==> src/rtl/vga_frame_receiver.sv <==
// VGA timing receiver: measures line and frame length from the sync inputs,
// locks when they match the expected totals, and samples one active pixel per frame.
module vga_frame_receiver #(
  parameter int H_TOTAL = 800,
  parameter int V_TOTAL = 525,
  parameter int PROBE_X = 320,
  parameter int PROBE_Y = 240
) (
  input  logic        CLOCK_50,
  input  logic        reset,
  input  logic        iVGA_CLK,
  input  logic        iHS,
  input  logic        iVS,
  input  logic        iBLANK_n,
  input  logic [7:0]  iR,
  input  logic [7:0]  iG,
  input  logic [7:0]  iB,
  output logic [10:0] line_len,
  output logic [10:0] frame_lines,
  output logic        locked,
  output logic        frame_done,
  output logic [23:0] probe_rgb,
  output logic        probe_valid,
  output logic        err
);

  localparam logic [10:0] CNT_MAX = 11'h7FF;
  localparam logic [10:0] H_EXP   = 11'(H_TOTAL);
  localparam logic [10:0] V_EXP   = 11'(V_TOTAL);
  localparam logic [10:0] PX      = 11'(PROBE_X);
  localparam logic [10:0] PY      = 11'(PROBE_Y);

  typedef enum logic [1:0] {SEARCH, MEASURE, CHECK, LOCK} state_t;
  state_t state_reg, state_next;

  logic        vga_clk_reg, hs_reg, vs_reg;
  logic [10:0] x_reg, y_reg, col_reg, row_reg;
  logic        line_active_reg, bad_line_reg;
  logic [10:0] line_len_reg, frame_lines_reg;
  logic [23:0] probe_rgb_reg;
  logic        probe_hit_reg, probe_valid_reg;
  logic        locked_reg, locked_next;
  logic        err_reg, err_next;
  logic        frame_done_reg, frame_done_next;

  logic        tick, hs_fall, vs_fall, capture;
  logic        line_ok, frame_ok, frame_clean;
  logic [10:0] x_inc, y_inc, y_line;

  assign tick    = iVGA_CLK & ~vga_clk_reg;
  assign hs_fall = tick & hs_reg & ~iHS;
  assign vs_fall = tick & vs_reg & ~iVS;
  assign x_inc   = (x_reg == CNT_MAX) ? CNT_MAX : x_reg + 11'd1;
  assign y_inc   = (y_reg == CNT_MAX) ? CNT_MAX : y_reg + 11'd1;
  // A line ending on the same tick as the frame still counts towards that frame.
  assign y_line      = hs_fall ? y_inc : y_reg;
  assign line_ok     = (x_inc == H_EXP);
  assign frame_ok    = (y_line == V_EXP);
  assign frame_clean = ~bad_line_reg & ~(hs_fall & ~line_ok);
  assign capture     = tick & iBLANK_n & (col_reg == PX) & (row_reg == PY);

  always_ff @(posedge CLOCK_50 or posedge reset) begin
    if (reset) begin
      // Sync history starts low so only a fresh high-to-low transition counts.
      vga_clk_reg     <= 1'b1;
      hs_reg          <= 1'b0;
      vs_reg          <= 1'b0;
      x_reg           <= '0;
      y_reg           <= '0;
      col_reg         <= '0;
      row_reg         <= '0;
      line_active_reg <= 1'b0;
      bad_line_reg    <= 1'b0;
      line_len_reg    <= '0;
      frame_lines_reg <= '0;
      probe_rgb_reg   <= '0;
      probe_hit_reg   <= 1'b0;
      probe_valid_reg <= 1'b0;
    end else begin
      vga_clk_reg     <= iVGA_CLK;
      probe_hit_reg   <= capture;
      probe_valid_reg <= probe_hit_reg;
      if (tick) begin
        hs_reg <= iHS;
        vs_reg <= iVS;
        x_reg  <= hs_fall ? 11'd0 : x_inc;
        if (hs_fall) line_len_reg <= x_inc;
        if (vs_fall) begin
          frame_lines_reg <= y_line;
          y_reg           <= '0;
        end else begin
          y_reg <= y_line;
        end
        if (hs_fall) begin
          col_reg         <= '0;
          line_active_reg <= 1'b0;
        end else if (iBLANK_n) begin
          col_reg         <= col_reg + 11'd1;
          line_active_reg <= 1'b1;
        end
        if (vs_fall) row_reg <= '0;
        else if (hs_fall && line_active_reg) row_reg <= row_reg + 11'd1;
        if (vs_fall) bad_line_reg <= 1'b0;
        else if (hs_fall && !line_ok) bad_line_reg <= 1'b1;
        if (capture) probe_rgb_reg <= {iR, iG, iB};
      end
    end
  end

  always_ff @(posedge CLOCK_50 or posedge reset) begin
    if (reset) begin
      state_reg      <= SEARCH;
      locked_reg     <= 1'b0;
      err_reg        <= 1'b0;
      frame_done_reg <= 1'b0;
    end else begin
      state_reg      <= state_next;
      locked_reg     <= locked_next;
      err_reg        <= err_next;
      frame_done_reg <= frame_done_next;
    end
  end

  always_comb begin
    state_next      = state_reg;
    locked_next     = locked_reg;
    err_next        = err_reg;
    frame_done_next = 1'b0;
    case (state_reg)
      SEARCH: if (vs_fall) state_next = MEASURE;
      MEASURE: begin
        if (vs_fall) begin
          state_next      = CHECK;
          frame_done_next = 1'b1;
        end
      end
      CHECK: begin
        if (vs_fall) begin
          frame_done_next = 1'b1;
          if (frame_clean && frame_ok) begin
            state_next  = LOCK;
            locked_next = 1'b1;
          end else begin
            state_next = MEASURE;
            err_next   = 1'b1;
          end
        end
      end
      LOCK: begin
        frame_done_next = vs_fall;
        if ((hs_fall && !line_ok) || (vs_fall && !frame_ok)) begin
          state_next  = MEASURE;
          locked_next = 1'b0;
          err_next    = 1'b1;
        end
      end
      default: state_next = SEARCH;
    endcase
  end

  assign line_len    = line_len_reg;
  assign frame_lines = frame_lines_reg;
  assign locked      = locked_reg;
  assign frame_done  = frame_done_reg;
  assign probe_rgb   = probe_rgb_reg;
  assign probe_valid = probe_valid_reg;
  assign err         = err_reg;

endmodule
==> config.mk <==
export PLATFORM = sky130hd
export DESIGN_NAME = vga_frame_receiver
export DESIGN_NICKNAME = d
export VERILOG_FILES = /design/src/rtl/vga_frame_receiver.sv
export SDC_FILE = /design/constraint.sdc
export NUM_CORES = 1
export LEC_CHECK = 0
export ABC_AREA = 1
export CAP_MARGIN = 30
export CORE_MARGIN = 1
export CORE_UTILIZATION = 54
export DETAILED_ROUTE_END_ITERATION = 10
export GPL_TIMING_DRIVEN = 1
export PLACE_DENSITY = 0.8
export SYNTH_ARGS = -nofsm -noshare
export SYNTH_HDL_FRONTEND = slang
export SYNTH_SLANG_ARGS = --single-unit
==> constraint.sdc <==
create_clock -name CLOCK_50 -period 4.1 [get_ports CLOCK_50]
set_input_delay 1.025 -clock CLOCK_50 [delete_from_list [all_inputs] [get_ports CLOCK_50]]
set_output_delay 1.025 -clock CLOCK_50 [all_outputs]
set_load 0.03 [all_outputs]
==> impl_metrics.csv <==
group,metric,value,unit
logic_synthesis,synth_top_area_cell,"dfrtp_1",
floorplan,die_y,98.01,µm
clocking,clkTransAtPathRegs,0.10,ns
cells_and_area,drive_gt1_share,9.544,%
floorplan,die_width,98.01,µm
power_and_ir_drop,p_sw_share,35.70,%
route,highest_layer,"met4",
critical_path,crit_arrival,3.29,ns
logic_synthesis,synth_area,4977,µm²
timing,slew_headroom,71.46,%
route,drc,8,
route,wl_met3,486,µm
power_and_ir_drop,p_sw,0.9337,mW
clocking,htreeDepth,3,
cells_and_area,largest_reg_flops,24,
global_route,grt_pass1_vias,4248,
route,wl,11100,µm
floorplan,design.core.area,8806,µm²
critical_path,slowest_delay,0.55,ns
global_route,grt_antenna_before_repair,0,
run,drv_cap,0,
clocking,cts_resized,0,
timing,holdWs,0.3628,ns
logic_synthesis,synthFlopType,"dfrtp_1",
floorplan,start_util,56.52,%
clocking,cts_setup_buffers,0,
run_status,status,"finished, violations left",
logic_synthesis,synth_enable_flop_cells,0,
logic_synthesis,ys_ff_latch,102,
floorplan,floorplan.die_area,9605,µm²
critical_path,r2r_end,"locked$_DFFE_PP0P_",
logic_synthesis,avgSynthCellArea,8.106,µm²
logic_synthesis,ys_warn_count,0,
clocking,cts_tree,"built",
clocking,cts.path.max_buffers,2,
hold_path,min_path_cells,0,
power_and_ir_drop,p_leak,2.995,nW
critical_path,cp_max_fo,13,
critical_path,rr_startpoint,"y_reg[1]$_DFFE_PP0N_",
run_status,violations,"DRC",
cells_and_area,fin_util,69.24,%
route,postRouteAntennaNets,0,
hold_path,hold_path_class,"reg2reg",
logic_synthesis,synth_nets,655,
route,vias_per_cell,5.279,
power_and_ir_drop,ir_drop,0.2310,mV
global_route,grt.overflow.total,0,
critical_path,crit_top_cell,"nand2_1",
power_and_ir_drop,p_clk_share,23.3,%
logic_synthesis,synthMostInstantiatedCell,"nand2_1",
floorplan,rows,34,
clocking,clockRootBuffer,"clkbuf_8",
logic_synthesis,async_flop_share,100.0,%
cells_and_area,layout.nets,738,
critical_path,path_buf_inv,2,
logic_synthesis,postSynthCellCount,614,
timing,hold_viol,0,
global_route,grt_use_total,25.16,%
route,vias,4276,
floorplan,io_pins,80,
logic_synthesis,ys_seq_area_share,51.31,%
logic_synthesis,synth_cell_types,37,
power_and_ir_drop,seq_power_share,48.4,%
power_and_ir_drop,power,2.615,mW
route,wl_per_cell,13.71,µm
logic_synthesis,synthTopCellsByArea,"dfrtp_1, nand2_1, inv_1",
global_route,grt_max_degree,67,
logic_synthesis,yosys-top-cells-count,"nand2_1, dfrtp_1, inv_1",
critical_path,cp.required,4.37,ns
placement,portBuffers,79,
route,wl_met2,5502,µm
hold_path,hold_start,"probe_hit_reg$_DFF_PP0_",
power_and_ir_drop,p_per_area,429.0,nW/µm²
power_and_ir_drop,p_int,1.682,mW
hold_path,min_to,"probe_valid$_DFF_PP0_",
critical_path,crit_type,"in2reg",
power_and_ir_drop,p_comb_share,28.3,%
timing,clock_skew,0.01480,ns
logic_synthesis,synth_top_cell_area_share,50.78,%
route,first_pass_iters,11,
timing,finalSetupViolations,0,
critical_path,rrSetupSlack,1.88,ns
placement,place_congestion,0.9685,
cells_and_area,area_growth,22.50,%
clocking,clock_latency,0.38,ns
timing,fin_crit_sh,73.64,%
route,wl_met1,4977,µm
global_route,grt_pass1_wl,19420,µm
cells_and_area,fin_area,6097,µm²
placement,hpwlAfterDp,8195,µm
cells_and_area,antenna_cells,0,
critical_path,critPathLaunchType,"input port",
timing,tightest_slew,0.4266,ns
clocking,hold_buffers,0,
timing,finalMaxSlewViolations,0,
timing,period_needed,3.019,ns
critical_path,endpoint_kind,"flop",
timing,totalNegativeSetupSlack,0,ns
route,drtIter0Drc,246,
critical_path,cp_slowest_cell,"clkdlybuf4s50_1",
critical_path,path_delay_family,"simple AND/OR/NAND/NOR gates",
placement,placed_area,5911,µm²
critical_path,crit_chain,"clkdlybuf4s50_1, inv_1, nor2_4, nand2_2, nor2_2, nand2_1, nand2_1, nand2_1, nor2_1, nand3_1, nor2_1, nand2_1, nand2_1, nand3_1, nand2_1, nand2_1",
timing,fmax,331.2,MHz
critical_path,reg2reg_depth,14,
clocking,numClockSinks,102,
timing,rsz0062_at_grt,"false",
clocking,numCtsBuffers,9,
worst reg2reg max path: stages (launching register included):
cell	delay [ns]
dfrtp_1	0.40
ha_1	0.25
nand3_1	0.15
nor2_1	0.21
nand3_1	0.12
o21ai_1	0.29
inv_1	0.07
nor2_1	0.09
nand3_1	0.08
nor2_1	0.15
nand2_1	0.07
nand2_1	0.07
nand3_1	0.07
nand2_1	0.06
nand2_1	0.04
logic make-up (layout without fill, tap and decap cells):
group           count (synthesis)  in the layout  share of synthesized area, %
xor+xnor                        1              1                        0.1760
flops                         102            102                         51.31
fa+ha+maj                      11             11                         2.765
buf+inv                        92            180                         7.240
simple gates                  331            331                         30.09
compound gates                 77             77                         8.421
how the worst max path moves through the flow:
stage | cells after the start | startpoint | slack, ns | endpoint
floorplan | 1 | reset | 0.40 | bad_line_reg$_DFFE_PP0P_
global placement | 16 | iVGA_CLK | 0.81 | locked$_DFFE_PP0P_
detailed placement | 16 | iVGA_CLK | 0.72 | locked$_DFFE_PP0P_
CTS | 16 | iVGA_CLK | 1.11 | locked$_DFFE_PP0P_
global route | 12 | iVGA_CLK | 0.89 | row_reg[9]$_DFFE_PP0P_
finish | 16 | iVGA_CLK | 1.08 | locked$_DFFE_PP0P_
cells in the final DEF (no fill, tap or decap), types with 2 or more instances in the layout:
cell,count
nand2_1,180
nor3b_1,2
buf_4,6
o22ai_1,9
nand3_2,3
clkdlybuf4s50_1,79
nand4_1,9
inv_1,71
nand2_2,13
nor3_1,10
o21ai_0,36
a21oi_2,3
nand3_1,42
nor2_2,6
nor2_4,2
nand4_2,2
dfrtp_1,101
inv_6,4
nor3_2,3
or2_2,2
nor4_1,3
clkbuf_8,9
o21ai_1,8
a21oi_1,16
o21bai_1,2
nor2_1,50
inv_2,6
ha_1,11
metal layers:
metal  up-vias  track usage [%]
li1       2131                -
met1      2029            33.10
met2       101            43.07
met3        15            4.438
met4         0            6.643
met5         -                0
final cells by class:
| type | count | area [µm²] |
|---|---|---|
| clock buffer | 9 | 123.9 |
| clock inverter | 7 | 62.56 |
| fill | 709 | 2709 |
| inverter | 78 | 295.3 |
| multi-input combinational | 420 | 2063 |
| sequential | 102 | 2554 |
| tap | 108 | 135.1 |
| timing repair buffer | 86 | 863.3 |
stage by stage:
| stage | setup slack [ns] | cells |
|---|---|---|
| floorplan | 0.4012 | 614 |
| global placement | 0.8062 | 793 |
| detailed placement | 0.7214 | 794 |
| CTS | 1.111 | 810 |
| global route | 0.8871 | 810 |
| finish | 1.081 | 810 |
power by group through the flow:
stage | logic [mW] | clock network, mW | registers [mW]
3_5_place_dp | 0.743 | 0 | 1.28
2_1_floorplan | 0.361 | 0 | 1.39
6_report | 0.741 | 0.610 | 1.26
5_1_grt | 0.825 | 0.660 | 1.29
3_3_place_gp | 0.719 | 0 | 1.28
4_1_cts | 0.744 | 0.624 | 1.26
No activity file was read; power rests on OpenSTA's default activity.
